### src/rtl/div_seq_unit.sv
// div_seq_unit: multicycle signed integer divider (DIV instruction).
// Restoring radix-2 division on operand magnitudes, one quotient bit per
// clock, followed by a single sign-correction cycle.
//
// Ports:
//   Clk            system clock, rising edge
//   Reset          asynchronous active-low reset
//   DivStart       start request, sampled only in IDLE
//   Dividendo      dividend (two's complement)
//   Divisor        divisor (two's complement)
//   Hi             remainder of the last completed division
//   Lo             quotient of the last completed division
//   DivFim         one-cycle completion strobe
//   DivisaoPorZero divisor was zero for the last accepted request
//   Busy           high while iterating or sign-fixing
//
// state  | meaning
// IDLE   | waiting for DivStart
// RUN    | one restoring iteration per clock, WIDTH iterations
// FIX    | apply signs, load Hi/Lo
// DONE   | DivFim high for one cycle

module div_seq_unit #(
    parameter int WIDTH = 32
) (
    input  logic             Clk,
    input  logic             Reset,
    input  logic             DivStart,
    input  logic [WIDTH-1:0] Dividendo,
    input  logic [WIDTH-1:0] Divisor,
    output logic [WIDTH-1:0] Hi,
    output logic [WIDTH-1:0] Lo,
    output logic             DivFim,
    output logic             DivisaoPorZero,
    output logic             Busy
);

    localparam int CW = $clog2(WIDTH) + 1;

    typedef enum logic [1:0] {
        S_IDLE,
        S_RUN,
        S_FIX,
        S_DONE
    } state_t;

    state_t state, state_nxt;

    logic [CW-1:0]    cnt;
    logic [WIDTH-1:0] rem;
    logic [WIDTH-1:0] quo;
    logic [WIDTH-1:0] dvs;
    logic             sign_q;
    logic             sign_r;

    logic             last_iter;
    logic [WIDTH:0]   rem_sh;
    logic [WIDTH-1:0] rem_trial;
    logic             rem_ge;
    logic [WIDTH-1:0] rem_it;
    logic [WIDTH-1:0] quo_it;
    logic [WIDTH-1:0] abs_a;
    logic [WIDTH-1:0] abs_b;

    assign last_iter = (cnt == CW'(WIDTH - 1));
    assign abs_a     = Dividendo[WIDTH-1] ? (WIDTH'(0) - Dividendo) : Dividendo;
    assign abs_b     = Divisor[WIDTH-1]   ? (WIDTH'(0) - Divisor)   : Divisor;

    // The stored remainder is always below the divisor, so only the shifted
    // value needs the extra bit; the subtraction result fits in WIDTH bits
    // whenever it is actually taken.
    always_comb begin
        rem_sh    = {rem, quo[WIDTH-1]};
        rem_ge    = (rem_sh >= {1'b0, dvs});
        rem_trial = rem_sh[WIDTH-1:0] - dvs;
        rem_it    = rem_ge ? rem_trial : rem_sh[WIDTH-1:0];
        quo_it    = {quo[WIDTH-2:0], rem_ge};
    end

    always_comb begin
        state_nxt = state;
        case (state)
            S_IDLE: begin
                if (DivStart) begin
                    state_nxt = (Divisor == '0) ? S_DONE : S_RUN;
                end
            end
            S_RUN:   if (last_iter) state_nxt = S_FIX;
            S_FIX:   state_nxt = S_DONE;
            S_DONE:  state_nxt = S_IDLE;
            default: state_nxt = S_IDLE;
        endcase
    end

    always_ff @(posedge Clk or negedge Reset) begin
        if (!Reset) begin
            state          <= S_IDLE;
            cnt            <= '0;
            rem            <= '0;
            quo            <= '0;
            dvs            <= '0;
            sign_q         <= 1'b0;
            sign_r         <= 1'b0;
            Hi             <= '0;
            Lo             <= '0;
            DivFim         <= 1'b0;
            DivisaoPorZero <= 1'b0;
            Busy           <= 1'b0;
        end else begin
            state  <= state_nxt;
            Busy   <= (state_nxt == S_RUN) || (state_nxt == S_FIX);
            DivFim <= (state_nxt == S_DONE);
            case (state)
                S_IDLE: begin
                    if (DivStart) begin
                        if (Divisor == '0) begin
                            DivisaoPorZero <= 1'b1;
                        end else begin
                            DivisaoPorZero <= 1'b0;
                            quo            <= abs_a;
                            dvs            <= abs_b;
                            sign_q         <= Dividendo[WIDTH-1] ^ Divisor[WIDTH-1];
                            sign_r         <= Dividendo[WIDTH-1];
                            rem            <= '0;
                            cnt            <= '0;
                        end
                    end
                end
                S_RUN: begin
                    rem <= rem_it;
                    quo <= quo_it;
                    cnt <= cnt + CW'(1);
                end
                S_FIX: begin
                    Lo <= sign_q ? (WIDTH'(0) - quo) : quo;
                    Hi <= sign_r ? (WIDTH'(0) - rem) : rem;
                end
                default: ;
            endcase
        end
    end

endmodule
### config.mk
export PLATFORM = sky130hd
export DESIGN_NAME = div_seq_unit
export DESIGN_NICKNAME = d
export VERILOG_FILES = /design/src/rtl/div_seq_unit.sv
export SDC_FILE = /design/constraint.sdc
export NUM_CORES = 1
export LEC_CHECK = 0
export CORE_ASPECT_RATIO = 1.1
export CORE_UTILIZATION = 25
export DETAILED_ROUTE_END_ITERATION = 7
export GPL_TIMING_DRIVEN = 0
export PLACE_DENSITY = 0.51
export SETUP_SLACK_MARGIN = 0.02
export SKIP_LAST_GASP = 1
export SYNTH_ARGS = -nofsm -noshare
export SYNTH_HDL_FRONTEND = slang
export SYNTH_SLANG_ARGS = --single-unit
### constraint.sdc
create_clock -name Clk -period 4.1 [get_ports Clk]
set_input_delay 0.82 -clock Clk [delete_from_list [all_inputs] [get_ports Clk]]
set_output_delay 0.82 -clock Clk [all_outputs]
set_load 0.05 [all_outputs]
Word level (Yosys, flattened, before mapping)
Cells that the tools add are included.
- add/subtract/negate cells: 6
- multipliers: 0
- div/mod/pow operators: 0
- $lt $le $gt $ge: 1
- equal/unequal tests: 9
- shift-type cells: 0
- mux-type cells: 19
- bitwise gates (word level): 2
- reductions and logical operators: 7
- operator list (cell ; number):
    two-way mux 32 bit ; 9
    one-hot mux 32 bit (2 select lines) ; 2
    subtractor 1 x 32 -> 32 bit, first input constant ; 4
    greater-or-equal comparator 33 x 32 -> 1 bit ; 1
    logical NOT 32 bit ; 1
    subtractor 32 bit ; 1
    two-way mux 6 bit ; 2
    one-hot mux 6 bit (2 select lines) ; 1
    == test 2 bit, second input constant ; 4
    one-hot mux 2 bit (4 select lines) ; 1
    adder 6 x 1 -> 6 bit, second input constant ; 1
    == test 6 x 5 -> 1 bit, second input constant ; 1
    two-way mux 2 bit ; 3
    AND reduction 3 bit ; 2
    == test 2 x 1 -> 1 bit, second input constant ; 2
    != test 2 bit, second input constant ; 2
    logical NOT 2 bit ; 1
    AND reduction 2 bit ; 1
    nonzero test 2 bit ; 1
    logical OR 1 bit ; 1
    two-way mux 1 bit ; 1
    NOT 1 bit ; 1
    bitwise XOR 1 bit ; 1
- register bits after elaboration: 173
- latch bits: 0
- RAM bits: 0
- bits in read-only memories: 0
- input bits: 67
- output and inout port bits: 67
- logic and storage cells: 56
- memories: 0

Depth between registers and ports, before layout
Gate-level depths: netlist (run 1).
- word-level depth: 6
- gate-level depth with buffers: 13
- mapped depth without buffers: 13

Worst setup path before layout (run 1)
No wires, ideal clock.
- path type: input to register
- start point: input port Divisor[0]
- end point: register quo[10]
- library setup time: 0.125 ns
- data arrival time: 3.566 ns
- data required time: 3.975 ns
- slack: 0.409 ns
- cell stages on the path: 11
- path buffers: 1
- path through: inv_1 ha_1 or4b_1 or3_4 or4_1 or3_4 nor3_4 nor3b_2 buf_2 o32ai_1 nor2_1
- word-level cells in the longest chain between the ends: 3
- RTL lines (item ; line ; source):
    start: declaration ; 30 ; input logic [WIDTH-1:0] Divisor,
    logical NOT 32 bit ; 116 ; if (Divisor == '0) begin
    != test 2 bit (no line) ; - ;
    AND reduction 3 bit (no line) ; - ;
    end signal: assignment ; 120 ; quo <= abs_a;
    end signal: assignment ; 131 ; quo <= quo_it;
    end: declaration ; 51 ; logic [WIDTH-1:0] quo;
No other way between the ends.
A chain may end at the register's enable or synchronous reset.

Final worst setup path (run 1)
- start point: input port Divisor[1]
- end point: register dvs[9]
- word-level cells in the longest chain between the ends: 3
- elaborated cells between the ends (all ways): 5
- those cells by class: 1 x add/sub; 1 x mux; 1 x bitwise; 2 x reduce/logical
- RTL lines (item ; line ; source):
    parallel branches: the longest is 3 deep, another holds subtractor 1 x 32 -> 32 bit ; - ;
    end signal: assignment ; 121 ; dvs <= abs_b;
    end: declaration ; 52 ; logic [WIDTH-1:0] dvs;
Parallel ways; which one is timed is not known.

==> impl_metrics.env, run 1 <==
export IMPL_status="finished, final reports clean"
export IMPL_worst_r2r_path_depth=12
export IMPL_clock_root_buffer="clkbuf_16"
export IMPL_regToRegEndpoint="rem[31]$_DFFE_PN0P_"
export IMPL_crit_path_top_delay_cell="or4_4"
export IMPL_clk_pin_slew_worst_paths_ps=60
export IMPL_core_sq_um=43600
export IMPL_r2r_start="rem[16]$_DFFE_PN0P_"
export IMPL_finalSetupViolCount=0
export IMPL_cts_sinks=173
export IMPL_track_usage_pct=16.4
export IMPL_seqCellArea_sq_um=4330
export IMPL_maxCapViolations=0
export IMPL_wl_per_cell_microns=17.9
export IMPL_synth_area_top_cells="dfrtp_1 (39%), o21ai_0 (7.7%), xor2_1 (6.7%), nand2_1 (6.1%), xnor2_1 (4.9%)"
export IMPL_multi_input_area_sq_um=6300
export IMPL_synth_top_cell_by_area="dfrtp_1"
export IMPL_syn2layout_area_growth_pct=25.5
export IMPL_cp_end_kind="register"
export IMPL_syn_avg_cell_area_sq_um=8.66
export IMPL_ys_seq_elements=173
export IMPL_slowest_delay_ps=540
export IMPL_syn_nets=1389
export IMPL_finalHoldViolCount=0
export IMPL_post_route_min_period_ps=3940
export IMPL_crit_start="Divisor[1]"
export IMPL_yosys_most_used_dff="dfrtp_1"
export IMPL_timing_final_max_slew_violations=0
export IMPL_grt_max_degree=89
export IMPL_worstSkewPairLatency_ps=460
export IMPL_synthArstFlopShare_pct=100
export IMPL_diodes=0
export IMPL_ys_warn_count=0
export IMPL_cts_tree="done"
export IMPL_fin_skew_ps=10.9
export IMPL_port_buffers=133
export IMPL_die_w_microns=203
export IMPL_dr_pass1_iters=5
export IMPL_synth_cell_types=67
export IMPL_power_density_nw_per_um2=764
export IMPL_die_h_microns=223
export IMPL_path_cells="clkdlybuf4s50_1 > inv_1 > ha_2 > or4b_4 > or3_4 > or4_4 > or3_4 > nor3_4 > buf_12 > buf_4 > nor2_1 > buf_4 > clkbuf_4 > nand2_1 > o21ai_0"
export IMPL_min_period_over_period_pct=96.2
export IMPL_drt_iter0_drc=551
export IMPL_timing_worst_slew_pin_value_ps=936
export IMPL_cp_arrival_ps=4280
export IMPL_vias=9743
export IMPL_hpwl_microns=29000
export IMPL_cts_buffers=17
export IMPL_maxSlewHeadroom_pct=37.3
export IMPL_rsz0062_at_grt="yes"
export IMPL_cp_start_kind="input pin"
export IMPL_hold_ws_ps=368
export IMPL_worst_ir_drop_vdd_mv=0.277
export IMPL_vias_per_cell=4.80
export IMPL_drtAntennaViolNets=0
export IMPL_worst_path_max_fanout=10
export IMPL_wl_met3_microns=1350
export IMPL_start_util_pct=25.5
export IMPL_worst_slack_ps=156
export IMPL_grt_pass1_wl_microns=57500
export IMPL_drive_above_1_share_pct=6.12
export IMPL_wl_met2_microns=16800
export IMPL_post_place_ws_ps=-773
export IMPL_worstSetupPathType="in2reg"
export IMPL_fmax_mhz=254
export IMPL_r2r_slack_ps=280
export IMPL_top_layer="met5"
export IMPL_synthDominantCellAreaShare_pct=39.0
export IMPL_crit_path_end="dvs[9]$_DFFE_PN0P_"
export IMPL_nets=1548
export IMPL_fill_cells=4652
export IMPL_finalWirelength_microns=36300
export IMPL_grt_pass1_vias=9820
export IMPL_drc=0
export IMPL_synth_cells=1283
export IMPL_leakage_nw=5.67
export IMPL_seq_area_frac_synth_pct=39.0
export IMPL_grt_ovfl_total=0
export IMPL_clk_path_buf_depth=2
export IMPL_antenna_found_initial=1
export IMPL_synth_edf_count=0
export IMPL_dieArea_sq_um=45300
export IMPL_std_cell_rows=80
export IMPL_min_path_type="in2async"
export IMPL_h_tree_depth=4
export IMPL_required_ps=4440
export IMPL_syn_area_sq_um=11100
export IMPL_total_power_mw=10.7
export IMPL_ios=134
export IMPL_drt_met1_wl_microns=17500
export IMPL_place_congestion=0.871
## Yosys cell counts (11+ instances only)
cell type,count
a21oi_1,49
o21ai_0,172
ha_1,38
or3_1,18
inv_1,56
a21o_1,15
buf_2,11
xor2_1,85
dfrtp_1,173
mux2i_1,26
o32ai_1,11
nand3_1,38
nand2_1,182
or4_1,19
o41ai_1,20
nor2_1,62
o31ai_1,29
xnor2_1,62
nor3_1,14
clkbuf_1,52
o22ai_1,12
## timing repair
item	4_1_cts	5_1_grt
resized for setup	18	20
pin swaps	2	6
hold buffers	0	0
endpoints found under the setup margin	103	92
buffers inserted	3	3
## how the worst min path moves through the flow
stage / cells past startpoint / start / to / slack [ps]
after detailed placement: 2 / dvs[1]$_DFFE_PN0P_ / dvs[1]$_DFFE_PN0P_ / 470
after CTS: 1 / Reset / Lo[25]$_DFFE_PN0N_ / 400
after global routing: 1 / Reset / Lo[25]$_DFFE_PN0N_ / 420
final: 1 / Reset / Lo[25]$_DFFE_PN0N_ / 370
after global placement: 2 / dvs[21]$_DFFE_PN0P_ / dvs[21]$_DFFE_PN0P_ / 460
after floorplan: 2 / dvs[15]$_DFFE_PN0P_ / dvs[15]$_DFFE_PN0P_ / 450
## worst max-delay path: cells and delay by family
| kind | cells | cell delay, ps |
|---|---|---|
| adders and majority gates | 1 | 180 |
| buffers and inverters | 6 | 1120 |
| and+or+nand+nor | 7 | 2080 |
| AOI/OAI and AO/OA | 1 | 70 |
## per-layer routing
layer  GRT usage (%)  vias up
li1                -     4882
met1            22.3     4630
met2            26.3      188
met3            2.76       41
met4            4.90        2
met5               0        -
## cell usage in the layout, fill, tap and decap left out, drive strengths merged, types with 15 or more instances in the layout
master,synthesis,layout
or3,21,21
xnor2,62,62
dfrtp,173,173
a21oi,49,49
o21ai,182,182
mux2i,26,26
o31ai,31,31
nor3,15,15
clkdlybuf4s50,0,132
xor2,85,85
nor2,63,63
or4,23,23
o41ai,21,21
clkbuf,52,74
nand3,38,38
a21o,15,15
ha,38,38
nand2,182,182
buf,19,26
inv,56,59
## state kept, by name, summed over array words and instances (netlist names), 2 cells and up
| signal | count |
|---|---|
| state | 2 |
| quo | 32 |
| Hi | 32 |
| dvs | 32 |
| Lo | 32 |
| rem | 32 |
| cnt | 6 |
## cell type report
type | count | share of cell area [%]
clock buffers | 21 | 3.30
well taps | 574 | 5.15
multi-input cells | 983 | 45.1
clock inverters | 11 | 0.942
inverters | 56 | 1.51
plain buffers | 71 | 2.74
repair buffers | 140 | 10.2
flip-flops and latches | 173 | 31.0
## metrics by stage
stage	setup TNS (ps)	area (sq um)	util [%]	instances
finish	0	14000	32.0	2029
global placement	-952030	13200	30.2	1990
floorplan	0	11100	-	1283
global route	0	14000	32.0	2029
detailed placement	-66930	13200	30.2	1991
CTS	0	13900	31.8	2026
## kinds of logic after synthesis
kind of cell             after synthesis  synth area share (%)
flip-flops                           173                  39.0
XOR/XNOR                             147                  11.6
adder cells (fa/ha/maj)               39                  4.46
AO/OA/AOI/OAI                        373                  20.6
AND/OR/NAND/NOR                      396                  17.2
buffers and inverters                127                  4.68
multiplexers                          28                  2.54
## power breakdown
group | switching (mW) | internal (mW)
sequential | 0.733 | 2.30
clock | 0.737 | 0.937
combinational | 3.53 | 2.43
(Power assumes the default switching activity.)
==> inputs of run 2 (changes only) <==
Settings changed: CORE_MARGIN set to 3, CTS_CLUSTER_DIAMETER set to 120, SLEW_MARGIN set to 20.
==> run 2 against run 1 <==
Against the previous run:
- design area grew 0.27%
- power grew 0.73%
- maximum frequency is essentially flat
- cell count is essentially flat
- via count grew 0.93%
- die area grew 3.8%
- sequential share of layout area shrank 0.083 points
- core utilization grew 0.086 points
- register-to-register slack is essentially flat
- non-clock buffer count shrank 1
- critical endpoint is now quo[13]$_DFFE_PN0P_
- largest power group unchanged
- critical path type unchanged
==> impl_metrics.env, run 2 (same netlist as run 1, synthesis figures left out) <==
export IMPL_port_buffers=133
export IMPL_hold_ws_ps=246
export IMPL_clock_root_buffer="clkbuf_16"
export IMPL_worst_path_max_fanout=10
export IMPL_diodes=0
export IMPL_drtAntennaViolNets=0
export IMPL_finalCoreUtilization_pct=32.1
export IMPL_cp_arrival_ps=4280
export IMPL_status="finished, final reports clean"
export IMPL_grt_pass1_wl_microns=58400
export IMPL_final_common_cell="nand2_1"
export IMPL_worstSkewPairLatency_ps=450
export IMPL_r2r_slack_ps=280
export IMPL_ios=134
export IMPL_finalSetupViolCount=0
export IMPL_seqCellArea_sq_um=4330
export IMPL_r2r_start="rem[16]$_DFFE_PN0P_"
export IMPL_worstSetupPathType="in2reg"
export IMPL_finalHoldViolCount=0
export IMPL_core_sq_um=43600
export IMPL_power_density_nw_per_um2=767
export IMPL_nets=1547
export IMPL_postCtsHoldBufs=0
export IMPL_vias=9834
export IMPL_post_route_min_period_ps=3940
export IMPL_cts_tree="done"
export IMPL_cp_start_kind="input pin"
export IMPL_timing_worst_slew_pin_value_ps=916
export IMPL_leakage_nw=5.68
export IMPL_antenna_found_initial=1
export IMPL_clk_pin_slew_worst_paths_ps=70
export IMPL_required_ps=4430
export IMPL_regToRegEndpoint="rem[31]$_DFFE_PN0P_"
export IMPL_grt_ovfl_total=0
export IMPL_grt_max_degree=74
export IMPL_drc=0
export IMPL_min_period_over_period_pct=96.2
export IMPL_worst_r2r_path_depth=12
export IMPL_hpwl_microns=29700
export IMPL_track_usage_pct=15.6
export IMPL_fin_skew_ps=6.55
export IMPL_cts_buffers=17
export IMPL_cts_sinks=173
export IMPL_die_h_microns=227
export IMPL_multi_input_area_sq_um=6310
export IMPL_drt_iter0_drc=657
export IMPL_dr_pass1_iters=5
export IMPL_h_tree_depth=4
export IMPL_rsz0062_at_grt="yes"
export IMPL_die_w_microns=207
export IMPL_min_path_type="in2async"
export IMPL_std_cell_rows=80
export IMPL_maxSlewHeadroom_pct=38.6
export IMPL_drive_above_1_share_pct=6.13
export IMPL_syn2layout_area_growth_pct=25.9
export IMPL_worst_slack_ps=155
export IMPL_layout_common_cells="nand2_1 (182), dfrtp_1 (173), o21ai_0 (169), clkdlybuf4s50_1 (132), xor2_1 (85)"
export IMPL_fill_cells=4653
export IMPL_vias_per_cell=4.85
export IMPL_clk_path_buf_depth=2
export IMPL_start_util_pct=25.5
export IMPL_finalWirelength_microns=37100
export IMPL_grt_pass1_vias=9968
export IMPL_place_congestion=0.886
export IMPL_cp_end_kind="register"
export IMPL_timing_final_max_slew_violations=0
export IMPL_wl_per_cell_microns=18.3
export IMPL_worst_ir_drop_vdd_mv=0.255
export IMPL_dieArea_sq_um=47000
export IMPL_total_power_mw=10.7
export IMPL_fin_setup_tns_ps=0
export IMPL_maxCapViolations=0
export IMPL_fmax_mhz=254
export IMPL_post_place_ws_ps=-779
-- run 2: changes by cell type in the layout (fill, tap and decap cells not counted), sizes merged --
cell / delta
inv: -2
clkbuf: +2
buf: -2
-- run 2: metal layers --
| metal | vias to the layer above | track usage (%) | routed length (microns) |
|---|---|---|---|
| met3 | 33 | 2.91 | 1470 |
| met2 | 208 | 26.2 | 17700 |
| met4 | 2 | 4.05 | 414 |
| li1 | 4883 | - | - |
| met1 | 4708 | 20.9 | 17500 |
| met5 | - | 0 | 13 |
-- run 2: layout make-up --
cell class / instances / area share (%)
sequential: 173 / 30.9
buffer: 71 / 2.78
clock buffer: 22 / 3.46
multi-input combinational: 983 / 45.1
clock inverter: 9 / 0.787
tap: 574 / 5.13
inverter: 56 / 1.50
timing repair buffer: 139 / 10.3
-- run 2: worst max-delay path: stages --
cell,delay (ps)
clkdlybuf4s50_1,430
inv_1,80
ha_2,180
or4b_4,480
or3_4,400
or4_4,550
or3_4,380
nor3_4,170
buf_12,150
nor3b_2,120
buf_6,200
o32ai_1,240
nor2_1,70
-- run 2: worst max-delay path by stage --
stage	endpoint	slack, ps	from	depth (start not counted)
6_report	quo[13]$_DFFE_PN0P_	160	Divisor[1]	13
3_5_place_dp	quo[12]$_DFFE_PN0P_	-780	Divisor[0]	13
3_3_place_gp	Lo[22]$_DFFE_PN0N_	-5180	Reset	1
4_1_cts	quo[23]$_DFFE_PN0P_	20	Divisor[0]	14
2_1_floorplan	quo[10]$_DFFE_PN0P_	410	Divisor[0]	11
5_1_grt	dvs[26]$_DFFE_PN0P_	-3	Divisor[1]	14
-- run 2: per-stage QoR --
stage          area [sq um]  cells
2_1_floorplan         11100   1283
3_3_place_gp          13200   1990
3_5_place_dp          13200   1992
4_1_cts               13900   2025
5_1_grt               14000   2027
6_report              14000   2027
-- run 2: power breakdown --
group / switching, mW / leakage [nW] / internal [mW] / total, mW
sequential: 0.738 / 2.19 / 2.30 / 3.03
clock: 0.720 / 0.290 / 0.961 / 1.68
combinational: 3.59 / 3.20 / 2.43 / 6.02
total: 5.05 / 5.68 / 5.69 / 10.7
-- run 2: repair_timing --
item / in CTS / in global routing
buffers inserted: 2 / 2
endpoints found under the setup margin: 102 / 96
pin swaps: 2 / 6
gates resized for setup: 13 / 29
==> inputs of run 3 (changes only) <==
Settings changed: ABC_CLOCK_PERIOD_IN_PS set to 3500, PLACE_DENSITY 0.51 to 0.53.
Clock period 4.1 ns to 3.5 ns, I/O delays scaled along.
==> run 3 against run 2 <==
Against the previous run:
- sequential power up 17%
- flip-flop and latch count is the same
- critical path depth shrank 4
- core utilization increased by 0.79 points
- power is 21% higher
- largest power group unchanged
==> impl_metrics.env, run 3 (same netlist as run 1, synthesis figures left out) <==
export IMPL_dieArea_sq_um=47000
export IMPL_min_period_over_period_pct=96.9
export IMPL_clock_power_share_pct=15.9
export IMPL_worst_ir_drop_vdd_mv=0.405
export IMPL_leakage_nw=5.85
export IMPL_cp_arrival_ps=3700
export IMPL_comb_power_share_pct=56.8
export IMPL_power_density_nw_per_um2=903
export IMPL_grt_max_degree=92
export IMPL_post_route_min_period_ps=3390
export IMPL_drtAntennaViolNets=0
export IMPL_h_tree_depth=4
export IMPL_min_path_type="in2async"
export IMPL_cp_end_kind="register"
export IMPL_timing_worst_slew_pin_value_ps=935
export IMPL_vias=9964
export IMPL_core_sq_um=43600
export IMPL_timing_final_max_slew_violations=0
export IMPL_clk_pin_slew_worst_paths_ps=70
export IMPL_antenna_found_initial=0
export IMPL_grt_pass1_vias=10000
export IMPL_worstSetupPathType="reg2reg"
export IMPL_diodes=0
export IMPL_clock_root_buffer="clkbuf_16"
export IMPL_worst_path_max_fanout=5
export IMPL_postCtsHoldBufs=0
export IMPL_hpwl_microns=29300
export IMPL_worstSkewPairLatency_ps=440
export IMPL_clk_path_buf_depth=2
export IMPL_grt_pass1_wl_microns=58100
export IMPL_switching_power_mw=6.02
export IMPL_grt_ovfl_total=0
export IMPL_drc=0
export IMPL_vias_per_cell=4.86
export IMPL_fmax_mhz=295
export IMPL_drt_iter0_drc=528
export IMPL_ios=134
export IMPL_dr_pass1_iters=5
export IMPL_status="finished, final reports clean"
export IMPL_die_h_microns=227
export IMPL_final_common_cell="nand2_1"
export IMPL_maxCapViolations=0
export IMPL_cts_tree="done"
export IMPL_fin_skew_ps=12.3
export IMPL_wl_per_cell_microns=18.3
export IMPL_p_sw_share_pct=46.5
export IMPL_port_buffers=133
export IMPL_maxSlewHeadroom_pct=37.7
export IMPL_cts_sinks=173
export IMPL_finalHoldViolCount=0
export IMPL_drive_above_1_share_pct=10.1
export IMPL_cp_start_kind="register"
export IMPL_finalSetupViolCount=0
export IMPL_cell_internal_pwr_mw=6.92
export IMPL_required_ps=3800
export IMPL_layout_common_cells="nand2_1 (182), o21ai_0 (170), dfrtp_1 (166), clkdlybuf4s50_1 (119), xor2_1 (85)"
export IMPL_std_cell_rows=80
export IMPL_cts_buffers=17
export IMPL_syn2layout_area_growth_pct=29.0
export IMPL_place_congestion=0.868
export IMPL_hold_ws_ps=249
export IMPL_track_usage_pct=15.5
export IMPL_nets=1569
export IMPL_start_util_pct=25.5
export IMPL_die_w_microns=207
export IMPL_fin_setup_tns_ps=0
export IMPL_finalWirelength_microns=37400
export IMPL_seqPwrFrac_pct=27.4
[run 3: cell type report]
cell class / count / area [sq um]
fill: 4661 / 29300
multi-input combinational: 983 / 6440
sequential: 173 / 4340
timing repair buffer: 165 / 1630
tap: 574 / 718
clock buffer: 19 / 443
buffer: 67 / 362
inverter: 56 / 228
clock inverter: 13 / 179
[run 3: worst paths after layout]
path	slack, ps	depth (start not counted)	end	from
hold reg to reg	470	2	Hi[24]$_DFFE_PN0N_	Hi[24]$_DFFE_PN0N_
setup / recovery	110	9	Lo[29]$_DFFE_PN0N_	quo[9]$_DFFE_PN0P_
min in group Clk	470	2	Hi[24]$_DFFE_PN0N_	Hi[24]$_DFFE_PN0N_
setup reg to reg	110	9	Lo[29]$_DFFE_PN0N_	quo[9]$_DFFE_PN0P_
hold / removal	250	1	Hi[7]$_DFFE_PN0N_	Reset
max in group asynchronous	2370	2	quo[22]$_DFFE_PN0P_	Reset
[run 3: power groups by stage]
stage / Clock (mW) / Combinational (mW) / Sequential [mW]
2_1_floorplan: 0 / 4.98 / 3.43
3_3_place_gp: 0 / 6.87 / 3.55
3_5_place_dp: 0 / 6.92 / 3.56
4_1_cts: 2.10 / 7.08 / 3.53
6_report: 2.06 / 7.34 / 3.54
5_1_grt: 2.18 / 8.15 / 3.65
[run 3: worst max-delay path: stages (launching register included)]
cell and delay, ps:
dfrtp_1 450, or4_4 580, nor4_4 180, nand3_1 200, or3_4 410, or3_1 380
or4_4 480, o41ai_2 270, xor2_1 220, o21ai_1 80
[run 3: timing repair]
item,4_1_cts,5_1_grt
setup endpoints to repair,108,103
pin swaps,11,15
gates resized for setup,46,45
buffers inserted,13,17
cloned,1,0
[run 3: metal layers]
metal / up-vias / wire, microns / GRT usage (%)
li1: 4930 / - / -
met1: 4770 / 17500 / 21.0
met2: 226 / 17700 / 25.9
met3: 38 / 1580 / 2.45
met4: 0 / 636 / 4.20
met5: - / 0 / 0
[run 3: stage by stage]
stage	power [mW]	cells	cell area, sq um	utilization [%]	worst slack (ps)
4_1_cts	12.7	2037	14100	32.3	-13.1
6_report	12.9	2050	14300	32.8	109
5_1_grt	14.0	2050	14300	32.8	-15.0
3_3_place_gp	10.4	1990	13200	30.3	-5630
2_1_floorplan	8.41	1283	11200	-	12.9
3_5_place_dp	10.5	1991	13300	30.4	-1110
